--- src/rtl/uart_tx_fifo_pkg.sv ---
// Shared constants and FSM encoding for the UART transmit buffer.
package uart_tx_fifo_pkg;

  // Width of one UART character.
  localparam int UART_DW = 8;

  // Default buffer depth and the matching pointer width.
  localparam int FIFO_DEPTH = 16;
  localparam int FIFO_AW    = 4;

  // Drain FSM states.
  typedef enum logic [1:0] {
    S_IDLE = 2'd0,
    S_BUSY = 2'd1,
    S_WAIT = 2'd2
  } tx_state_t;

endpackage

--- src/rtl/uart_tx_fifo_byte_fifo.sv ---
// Generic synchronous circular FIFO with a separate occupancy counter.
// It is shared by the transmit and receive buffers.
module byte_fifo #(
  parameter int DEPTH = 16,
  parameter int AW    = 4,
  parameter int DW    = 8
) (
  input  logic          clk,
  input  logic          rst_n,
  input  logic          push,
  input  logic [DW-1:0] push_data,
  input  logic          pop,
  input  logic          flush,
  output logic [DW-1:0] rd_data,
  output logic          full,
  output logic          empty,
  output logic [AW:0]   count
);

  localparam logic [AW:0] FULL_CNT = (AW+1)'(DEPTH);

  logic [DW-1:0] mem [DEPTH];

  logic [AW-1:0] wr_ptr_reg, wr_ptr_next;
  logic [AW-1:0] rd_ptr_reg, rd_ptr_next;
  logic [AW:0]   count_reg, count_next;

  logic push_ok;
  logic pop_ok;

  // The full/empty checks use the pre-edge count, so a push into a full
  // FIFO is dropped even when a pop happens on the same edge.
  assign push_ok = push && !full && !flush;
  assign pop_ok  = pop && !empty && !flush;

  assign full    = (count_reg == FULL_CNT);
  assign empty   = (count_reg == '0);
  assign count   = count_reg;

  // Head-of-queue byte; the consumer registers it when it pops.
  assign rd_data = mem[rd_ptr_reg];

  // Storage write; the array carries no reset.
  always_ff @(posedge clk) begin
    if (push_ok) begin
      mem[wr_ptr_reg] <= push_data;
    end
  end

  // Next pointer and count values; flush has priority over everything.
  always_comb begin
    wr_ptr_next = wr_ptr_reg;
    rd_ptr_next = rd_ptr_reg;
    count_next  = count_reg;
    if (flush) begin
      wr_ptr_next = '0;
      rd_ptr_next = '0;
      count_next  = '0;
    end else begin
      if (push_ok) begin
        wr_ptr_next = wr_ptr_reg + 1'b1;
      end
      if (pop_ok) begin
        rd_ptr_next = rd_ptr_reg + 1'b1;
      end
      count_next = count_reg + {{AW{1'b0}}, push_ok} - {{AW{1'b0}}, pop_ok};
    end
  end

  // Pointer and count registers.
  always_ff @(posedge clk or negedge rst_n) begin
    if (!rst_n) begin
      wr_ptr_reg <= '0;
      rd_ptr_reg <= '0;
      count_reg  <= '0;
    end else begin
      wr_ptr_reg <= wr_ptr_next;
      rd_ptr_reg <= rd_ptr_next;
      count_reg  <= count_next;
    end
  end

endmodule

--- src/rtl/uart_tx_fifo.sv ---
// Transmit-side byte buffer: queues bus writes and feeds the UART
// transmitter one byte per tx_start/tx_ready handshake.
module uart_tx_fifo
  import uart_tx_fifo_pkg::*;
#(
  parameter int DEPTH = FIFO_DEPTH,
  parameter int AW    = FIFO_AW
) (
  input  logic               clk,
  input  logic               rst_n,
  input  logic               wr_en,
  input  logic [UART_DW-1:0] wr_data,
  input  logic               flush,
  input  logic               clr_ovf,
  output logic               full,
  output logic               empty,
  output logic [AW:0]        count,
  output logic               overflow,
  input  logic               tx_ready,
  output logic               tx_start,
  output logic [UART_DW-1:0] tx_data
);

  tx_state_t          state_reg, state_next;
  logic               tx_start_reg, tx_start_next;
  logic [UART_DW-1:0] tx_data_reg, tx_data_next;
  logic               overflow_reg, overflow_next;

  logic               pop_go;
  logic               ovf_event;
  logic [UART_DW-1:0] head_data;

  byte_fifo #(
    .DEPTH (DEPTH),
    .AW    (AW),
    .DW    (UART_DW)
  ) u_fifo (
    .clk       (clk),
    .rst_n     (rst_n),
    .push      (wr_en),
    .push_data (wr_data),
    .pop       (pop_go),
    .flush     (flush),
    .rd_data   (head_data),
    .full      (full),
    .empty     (empty),
    .count     (count)
  );

  // A byte leaves the FIFO only on the IDLE->BUSY transition.
  assign pop_go    = (state_reg == S_IDLE) && !empty && tx_ready && !flush;

  // A flush swallows a same-cycle push without counting it as lost.
  assign ovf_event = wr_en && full && !flush;

  // Sticky overflow: a new drop wins over a simultaneous clear.
  always_comb begin
    overflow_next = overflow_reg;
    if (ovf_event) begin
      overflow_next = 1'b1;
    end else if (clr_ovf) begin
      overflow_next = 1'b0;
    end
  end

  // Drain FSM next-state and output logic. BUSY waits for tx_ready to fall
  // and WAIT for it to rise, so each byte gets exactly one start pulse.
  always_comb begin
    state_next    = state_reg;
    tx_start_next = 1'b0;
    tx_data_next  = tx_data_reg;
    unique case (state_reg)
      S_IDLE: begin
        if (pop_go) begin
          tx_data_next  = head_data;
          tx_start_next = 1'b1;
          state_next    = S_BUSY;
        end
      end
      S_BUSY: begin
        if (!tx_ready) begin
          state_next = S_WAIT;
        end
      end
      S_WAIT: begin
        if (tx_ready) begin
          state_next = S_IDLE;
        end
      end
      default: begin
        state_next = S_IDLE;
      end
    endcase
  end

  // FSM, output and flag registers.
  always_ff @(posedge clk or negedge rst_n) begin
    if (!rst_n) begin
      state_reg    <= S_IDLE;
      tx_start_reg <= 1'b0;
      tx_data_reg  <= '0;
      overflow_reg <= 1'b0;
    end else begin
      state_reg    <= state_next;
      tx_start_reg <= tx_start_next;
      tx_data_reg  <= tx_data_next;
      overflow_reg <= overflow_next;
    end
  end

  assign tx_start = tx_start_reg;
  assign tx_data  = tx_data_reg;
  assign overflow = overflow_reg;

endmodule
--- config.mk ---
export PLATFORM = sky130hd
export DESIGN_NAME = uart_tx_fifo
export DESIGN_NICKNAME = d
export VERILOG_FILES = /design/src/rtl/uart_tx_fifo_pkg.sv /design/src/rtl/uart_tx_fifo_byte_fifo.sv /design/src/rtl/uart_tx_fifo.sv
export SDC_FILE = /design/constraint.sdc
export NUM_CORES = 1
export LEC_CHECK = 0
export CORE_MARGIN = 2
export CORE_UTILIZATION = 45
export DETAILED_ROUTE_END_ITERATION = 10
export PLACE_DENSITY = 0.7
export SYNTH_ARGS = -nofsm -noshare
export SYNTH_HDL_FRONTEND = slang
export SYNTH_HIERARCHICAL = 1
export SYNTH_SLANG_ARGS = --single-unit
--- constraint.sdc ---
create_clock -name clk -period 4.3 [get_ports clk]
set_input_delay 0.43 -clock clk [delete_from_list [all_inputs] [get_ports clk]]
set_output_delay 0.43 -clock clk [all_outputs]
set_load 0.02 [all_outputs]
==> load_flow_metrics.sql, run 1 <==
INSERT INTO impl_metrics (metric_group, metric, value, unit) VALUES
('clock_tree', 'ctsHtreeMaxLevel', '4', ''),
('placed_design', 'buffer_ports.inserted', '30', ''),
('worst_setup_path', 'crit_path_max_fanout', '5', ''),
('finish', 'final-instance-count-excl-fill', '603', ''),
('floorplan', 'design.core.area', '13800', 'sq um'),
('routing', 'avgViaCountPerCell', '5.59', ''),
('sta', 'max_freq', '0.320', 'GHz'),
('worst_setup_path', 'startpoint_type', 'register', ''),
('synthesis', 'synth_flop_cell', 'edfxtp_1', ''),
('sta', 'final-hold-violation-count', '0', ''),
('synthesis', 'syn-num-nets', '395', ''),
('synthesis', 'yosysWarnings', '6', ''),
('synthesis', 'synth_largest_area_cell', 'edfxtp_1', ''),
('worst_setup_path', 'worst-endpoint-required', '4600', 'ps'),
('worst_setup_path', 'timing.critical_path.to_type', 'register', ''),
('worst_setup_path', 'crit_start', 'u_fifo/count[3]', ''),
('synthesis', 'ys_top_cells_by_area', 'edfxtp_1 (60%), dfrtp_1 (9.8%), mux4_2 (5.7%)', ''),
('grt', 'grt_start_max_net_pins', '26', ''),
('routing', 'routed_wire_length_per_instance', '20.3', 'microns'),
('sta', 'finalWorstPathRequiredPeriod', '3120', 'ps'),
('grt', 'global_route.usage.total', '17.8', '%'),
('floorplan', 'die_width', '123', 'microns'),
('synthesis', 'average_footprint_of_a_synthesized_cell', '17.2', 'sq um'),
('floorplan', 'die-area', '15100', 'sq um'),
('synthesis', 'synth_instances', '369', ''),
('sta', 'tightest_slew', '993', 'ps'),
('floorplan', 'io_pins', '31', ''),
('placed_design', 'place.detailed.instances', '572', ''),
('routing', 'postRouteAntennaNets', '0', ''),
('sta', 'clock_skew', '5.69', 'ps'),
('power', 'power_frac_seq', '45.4', '%'),
('routing', 'drtPass1Iterations', '5', ''),
('worst_setup_path', 'cpLargestDelayFamily', 'adder cells', ''),
('placed_design', 'dpl.hpwl', '8.02', 'mm'),
('placed_design', 'dp_worst_setup_slack', '1240', 'ps'),
('synthesis', 'post_synth_most_frequent_cells', 'edfxtp_1 (128), mux2i_1 (32), dfrtp_1 (25), nor2_1 (22), nand2_1 (18)', ''),
('clock_tree', 'clock_latency', '420', 'ps'),
('finish', 'finalNetCount', '437', ''),
('finish', 'area_growth_syn_to_layout', '15.7', '%'),
('power', 'power_report.internal_total', '0.00289', 'W'),
('clock_tree', 'cts-root-to-sink-buffers', '2', ''),
('routing', 'total_number_of_vias', '3368', ''),
('sta', 'max_slew_margin', '33.8', '%'),
('power', 'cellPowerDensity', '534', 'nW/um^2'),
('synthesis', 'yosysMostFrequentCell', 'edfxtp_1', ''),
('floorplan', 'initial_utilization', '46.0', '%'),
('sta', 'totalNegativeSetupSlack', '0', 'ps'),
('hold_path', 'timing.hold.worst.class', 'primary input to asynchronous set/reset pin', ''),
('finish', 'final_design_utilization', '53.2', '%'),
('clock_tree', 'numCtsBuffers', '17', ''),
('sta', 'grt_setup_unrepaired', 'false', ''),
('finish', 'largest_reg_flops', '128', ''),
('worst_setup_path', 'timing.critical_path.buf_inv', '4', ''),
('routing', 'drt-total-wl', '12.3', 'mm'),
('power', 'net_sw_share', '26.6', '%'),
('grt', 'grt_first_pass_wirelength', '18.9', 'mm'),
('synthesis', 'post_synth_edffs', '128', ''),
('floorplan', 'fp-row-count', '43', ''),
('grt', 'grt-ovfl-total', '0', ''),
('sta', 'final_setup_violation_count', '0', ''),
('finish', 'antenna-diode-count', '0', ''),
('run_status', 'outcome', 'finished clean', ''),
('sta', 'final_max_slew_viol_count', '0', ''),
('clock_tree', 'ctsHoldBuffers', '0', ''),
('power', 'combPwrFrac', '20.6', '%'),
('floorplan', 'chipHeight', '123', 'microns'),
('worst_setup_path', 'crit_top_cell', 'inv_1', ''),
('routing', 'drt_first_iter_violations', '210', ''),
('finish', 'layout-drive-gt1-share', '18.4', '%'),
('routing', 'drc_errors', '0', ''),
('worst_setup_path', 'cp.arrival', '3420', 'ps');
power by group through the flow:
stage | registers, W | clock network, W | logic, W
after floorplan | 0.00186 | 0 | 0.000482
after global placement | 0.00181 | 0 | 0.000796
after detailed placement | 0.00182 | 0 | 0.000813
after CTS | 0.00179 | 0.00137 | 0.000816
after global routing | 0.00180 | 0.00142 | 0.000875
final | 0.00179 | 0.00134 | 0.000810
cell families after synthesis:
| kind of cell | after synthesis | synth area share (%) |
|---|---|---|
| xor gates and xnor gates | 9 | 1.24 |
| AOI/OAI and AO/OA | 40 | 5.43 |
| adders and majority gates | 12 | 2.48 |
| muxes | 56 | 12.1 |
| and+or+nand+nor | 67 | 5.41 |
| DFF | 153 | 70.2 |
| buffers and inverters | 32 | 3.11 |
final cells by class:
| cell class | count | area, sq um |
|---|---|---|
| fill | 1079 | 6470 |
| sequential | 153 | 4470 |
| multi-input combinational | 184 | 1700 |
| clock buffer | 17 | 425 |
| timing repair buffer | 40 | 375 |
| tap | 180 | 225 |
| clock inverter | 14 | 110 |
| inverter | 15 | 56.3 |
layer usage:
layer	global-route usage [%]	part of all wire (%)
met1	23.5	43
met2	28.3	50
met3	4.94	6.0
met4	6.32	1.1
met5	0	0
through the flow:
| stage | instance area, sq um | hold slack, ps |
|---|---|---|
| floorplan | 6360 | 134 |
| global placement | 6820 | 492 |
| detailed placement | 6820 | 496 |
| CTS | 7360 | 396 |
| global route | 7360 | 414 |
| finish | 7360 | 391 |
placed cells by master (no fill, tap or decap), drive strengths merged:
| cell | n |
|---|---|
| nor3 | 5 |
| clkdlybuf4s50 | 30 |
| clkbuf | 17 |
| nand2b | 3 |
| xor2 | 5 |
| nand4bb | 1 |
| nor3b | 1 |
| o21bai | 2 |
| a21oi | 4 |
| fa | 1 |
| and3b | 1 |
| and2 | 1 |
| inv | 15 |
| nand2 | 18 |
| o22ai | 1 |
| mux2i | 32 |
| and3 | 1 |
| nor2b | 4 |
| a21o | 1 |
| clkinv | 8 |
| ha | 11 |
| nor4 | 2 |
| nand3 | 6 |
| buf | 10 |
| or4b | 1 |
| mux4 | 16 |
| a221oi | 16 |
| clkinvlp | 5 |
| xnor2 | 4 |
| o21ai | 8 |
| bufinv | 1 |
| dfrtp | 25 |
| mux2 | 8 |
| nor2 | 22 |
| edfxtp | 128 |
| a22oi | 8 |
| nand4 | 1 |
final timing paths:
| kind | cells past startpoint | end | slack (ps) |
|---|---|---|---|
| worst min-delay path | 2 | state_reg[1] | 390 |
| min in group clk | 1 | tx_data[5] | 510 |
| worst max register to register | 16 | u_fifo/count[4] | 1180 |
| worst min register to register | 1 | tx_data[5] | 510 |
| max in group asynchronous | 2 | u_fifo/rd_ptr_reg[0] | 3620 |
| worst max-delay path | 16 | u_fifo/count[4] | 1180 |
(Power assumes the default switching activity.)
==> run 2: changes to the inputs <==
==> constraint.sdc (replaced) <==
create_clock -name clk -period 3 [get_ports clk]
set_input_delay 0.3 -clock clk [delete_from_list [all_inputs] [get_ports clk]]
set_output_delay 0.3 -clock clk [all_outputs]
set_load 0.02 [all_outputs]
==> load_flow_metrics.sql, run 2 (synthesis gave the netlist of run 1 again) <==
INSERT INTO impl_metrics (metric_group, metric, value, unit) VALUES
('run_status', 'outcome', 'finished clean', ''),
('clock_tree', 'clock_latency', '420', 'ps'),
('floorplan', 'chipHeight', '123', 'microns'),
('grt', 'grt_start_max_net_pins', '26', ''),
('worst_setup_path', 'cp.arrival', '3260', 'ps'),
('finish', 'antenna-diode-count', '0', ''),
('floorplan', 'die_width', '123', 'microns'),
('power', 'power.switching', '0.00155', 'W'),
('sta', 'clock_skew', '12.3', 'ps'),
('finish', 'final-instance-count-excl-fill', '627', ''),
('power', 'cellPowerDensity', '777', 'nW/um^2'),
('routing', 'postRouteAntennaNets', '0', ''),
('sta', 'tightest_slew', '823', 'ps'),
('worst_setup_path', 'startpoint_type', 'register', ''),
('sta', 'max_freq', '0.338', 'GHz'),
('clock_tree', 'numCtsBuffers', '17', ''),
('sta', 'final_max_slew_viol_count', '0', ''),
('sta', 'final-hold-violation-count', '0', ''),
('floorplan', 'design.core.area', '13800', 'sq um'),
('sta', 'grt_setup_unrepaired', 'true', ''),
('worst_setup_path', 'worst-endpoint-required', '3300', 'ps'),
('finish', 'largest_reg_flops', '128', ''),
('floorplan', 'die-area', '15100', 'sq um'),
('clock_tree', 'ctsHtreeMaxLevel', '4', ''),
('hold_path', 'timing.hold.worst.class', 'primary input to asynchronous set/reset pin', ''),
('power', 'highest_ir_drop_seen_on_vdd', '0.398', 'mV'),
('routing', 'drt_first_iter_violations', '285', ''),
('sta', 'max_slew_margin', '44.9', '%'),
('finish', 'layout-drive-gt1-share', '25.5', '%'),
('power', 'power_report.internal_total', '0.00436', 'W'),
('sta', 'finalWorstPathRequiredPeriod', '2950', 'ps'),
('grt', 'grt-ovfl-total', '0', ''),
('routing', 'avgViaCountPerCell', '5.52', ''),
('floorplan', 'fp-row-count', '43', ''),
('worst_setup_path', 'critPathKind', 'register to register', ''),
('finish', 'area_growth_syn_to_layout', '19.7', '%'),
('sta', 'timing.hold.ws', '361', 'ps'),
('routing', 'routed_wire_length_per_instance', '19.9', 'microns'),
('sta', 'setup_ws', '45.5', 'ps'),
('placed_design', 'place.detailed.instances', '587', ''),
('worst_setup_path', 'timing.critical_path.to_type', 'register', ''),
('sta', 'final_setup_violation_count', '0', ''),
('grt', 'number_of_global_route_vias_before_repair', '3476', ''),
('sta', 'final_min_period_over_clock_period', '98.5', '%'),
('worst_setup_path', 'crit_path_max_fanout', '3', ''),
('grt', 'grt_first_pass_wirelength', '19.2', 'mm'),
('clock_tree', 'cts-root-to-sink-buffers', '2', ''),
('routing', 'drt-total-wl', '12.5', 'mm'),
('placed_design', 'gp_congestion', '0.799', ''),
('job', 'timing.max_cap.violations', '0', ''),
('floorplan', 'io_pins', '31', ''),
('power', 'power.leakage', '2.62', 'nW'),
('clock_tree', 'clk_pin_slew', '60', 'ps'),
('finish', 'finalNetCount', '460', ''),
('grt', 'global_route.usage.total', '17.7', '%'),
('finish', 'most-common-layout-cells', 'edfxtp_1 (128), buf_4 (32), mux2i_1 (32)', ''),
('clock_tree', 'clock_sink_count', '153', ''),
('power', 'net_sw_share', '26.2', '%'),
('grt', 'antenna_violations_before_repair', '0', ''),
('power', 'design_power_total', '0.00592', 'W'),
('routing', 'drtPass1Iterations', '5', ''),
('placed_design', 'dpl.hpwl', '8.21', 'mm'),
('placed_design', 'dp_worst_setup_slack', '-42.8', 'ps'),
('floorplan', 'initial_utilization', '46.0', '%'),
('power', 'combPwrFrac', '23.2', '%'),
('worst_setup_path', 'r2r_setup_slack', '50', 'ps'),
('finish', 'mostFrequentLayoutCell', 'edfxtp_1', ''),
('routing', 'total_number_of_vias', '3460', ''),
('routing', 'drc_errors', '0', ''),
('placed_design', 'buffer_ports.inserted', '30', ''),
('power', 'power_frac_seq', '43.1', '%'),
('clock_tree', 'clock-root-buffer', 'clkbuf_16', ''),
('clock_tree', 'cts_tree', 'built', ''),
('power', 'clkPwrFrac', '33.7', '%');
==> run 2: cell types whose count changed in the layout (fill, tap and decap cells not counted), moves of 2 or more <==
cell	delta
inv_1	-4
dfrtp_1	-2
inv_2	+3
buf_4	+22
ha_1	-2
dfrtp_2	+2
==> run 2: routing by layer <==
metal	share of wire (%)	GRT usage, %	up-vias
met5	0	0	-
met1	43	23.2	1786
met4	1.1	6.11	0
li1	-	-	1558
met3	5.5	4.70	15
met2	51	28.8	101
==> run 2: what timing repair did <==
| action | in CTS | in global routing |
|---|---|---|
| endpoints found under the setup margin | 1 | 1 |
| cloned | 0 | 0 |
| resized for setup | 2 | 5 |
| pin swaps | 0 | 7 |
| setup buffers | 2 | 6 |
| hold buffers | 0 | 0 |
==> run 2: layout make-up <==
class,count,area (sq um)
inverter,15,60.1
fill,1065,6210
clock inverter,14,133
clock buffer,18,429
multi-input combinational,184,1740
sequential,153,4470
tap,180,225
timing repair buffer,63,561
==> run 2: power by group through the flow <==
| stage | sequential (W) | combinational [W] | clock (W) |
|---|---|---|---|
| floorplan | 0.00267 | 0.000704 | 0 |
| global placement | 0.00258 | 0.00118 | 0 |
| detailed placement | 0.00259 | 0.00122 | 0 |
| CTS | 0.00255 | 0.00127 | 0.00202 |
| global route | 0.00257 | 0.00148 | 0.00211 |
| finish | 0.00255 | 0.00137 | 0.00200 |
==> run 2: worst max-delay path, stage by stage, from the launching register on <==
cell,delay (ps)
dfrtp_2,420
inv_2,90
ha_4,140
or4b_4,490
clkinvlp_4,120
nor4_4,50
nand2_2,100
nor2_1,50
ha_1,260
inv_1,60
ha_2,170
inv_2,40
fa_2,410
nor2b_4,140
o21bai_2,90
a21oi_2,140
nor3b_2,60
==> run 2: path summary, 6_finish.rpt <==
path | startpoint | to | depth (start not counted)
setup / recovery | u_fifo/count[3] | u_fifo/count[4] | 16
hold / removal | rst_n | tx_data[4] | 1
setup reg to reg | u_fifo/count[3] | u_fifo/count[4] | 16
hold reg to reg | tx_data[3] | tx_data[3] | 1
max in group asynchronous | rst_n | tx_data[5] | 2
min in group clk | clr_ovf | overflow | 2
==> run 2: through the flow <==
| step | setup TNS, ps | instance area (sq um) | util (%) |
|---|---|---|---|
| after detailed placement | -42.8 | 6960 | 50.4 |
| after floorplan | -297 | 6380 | - |
| after global placement | 0 | 6960 | 50.4 |
| after global routing | -63.7 | 7620 | 55.1 |
| after CTS | 0 | 7540 | 54.6 |
| final | 0 | 7620 | 55.1 |
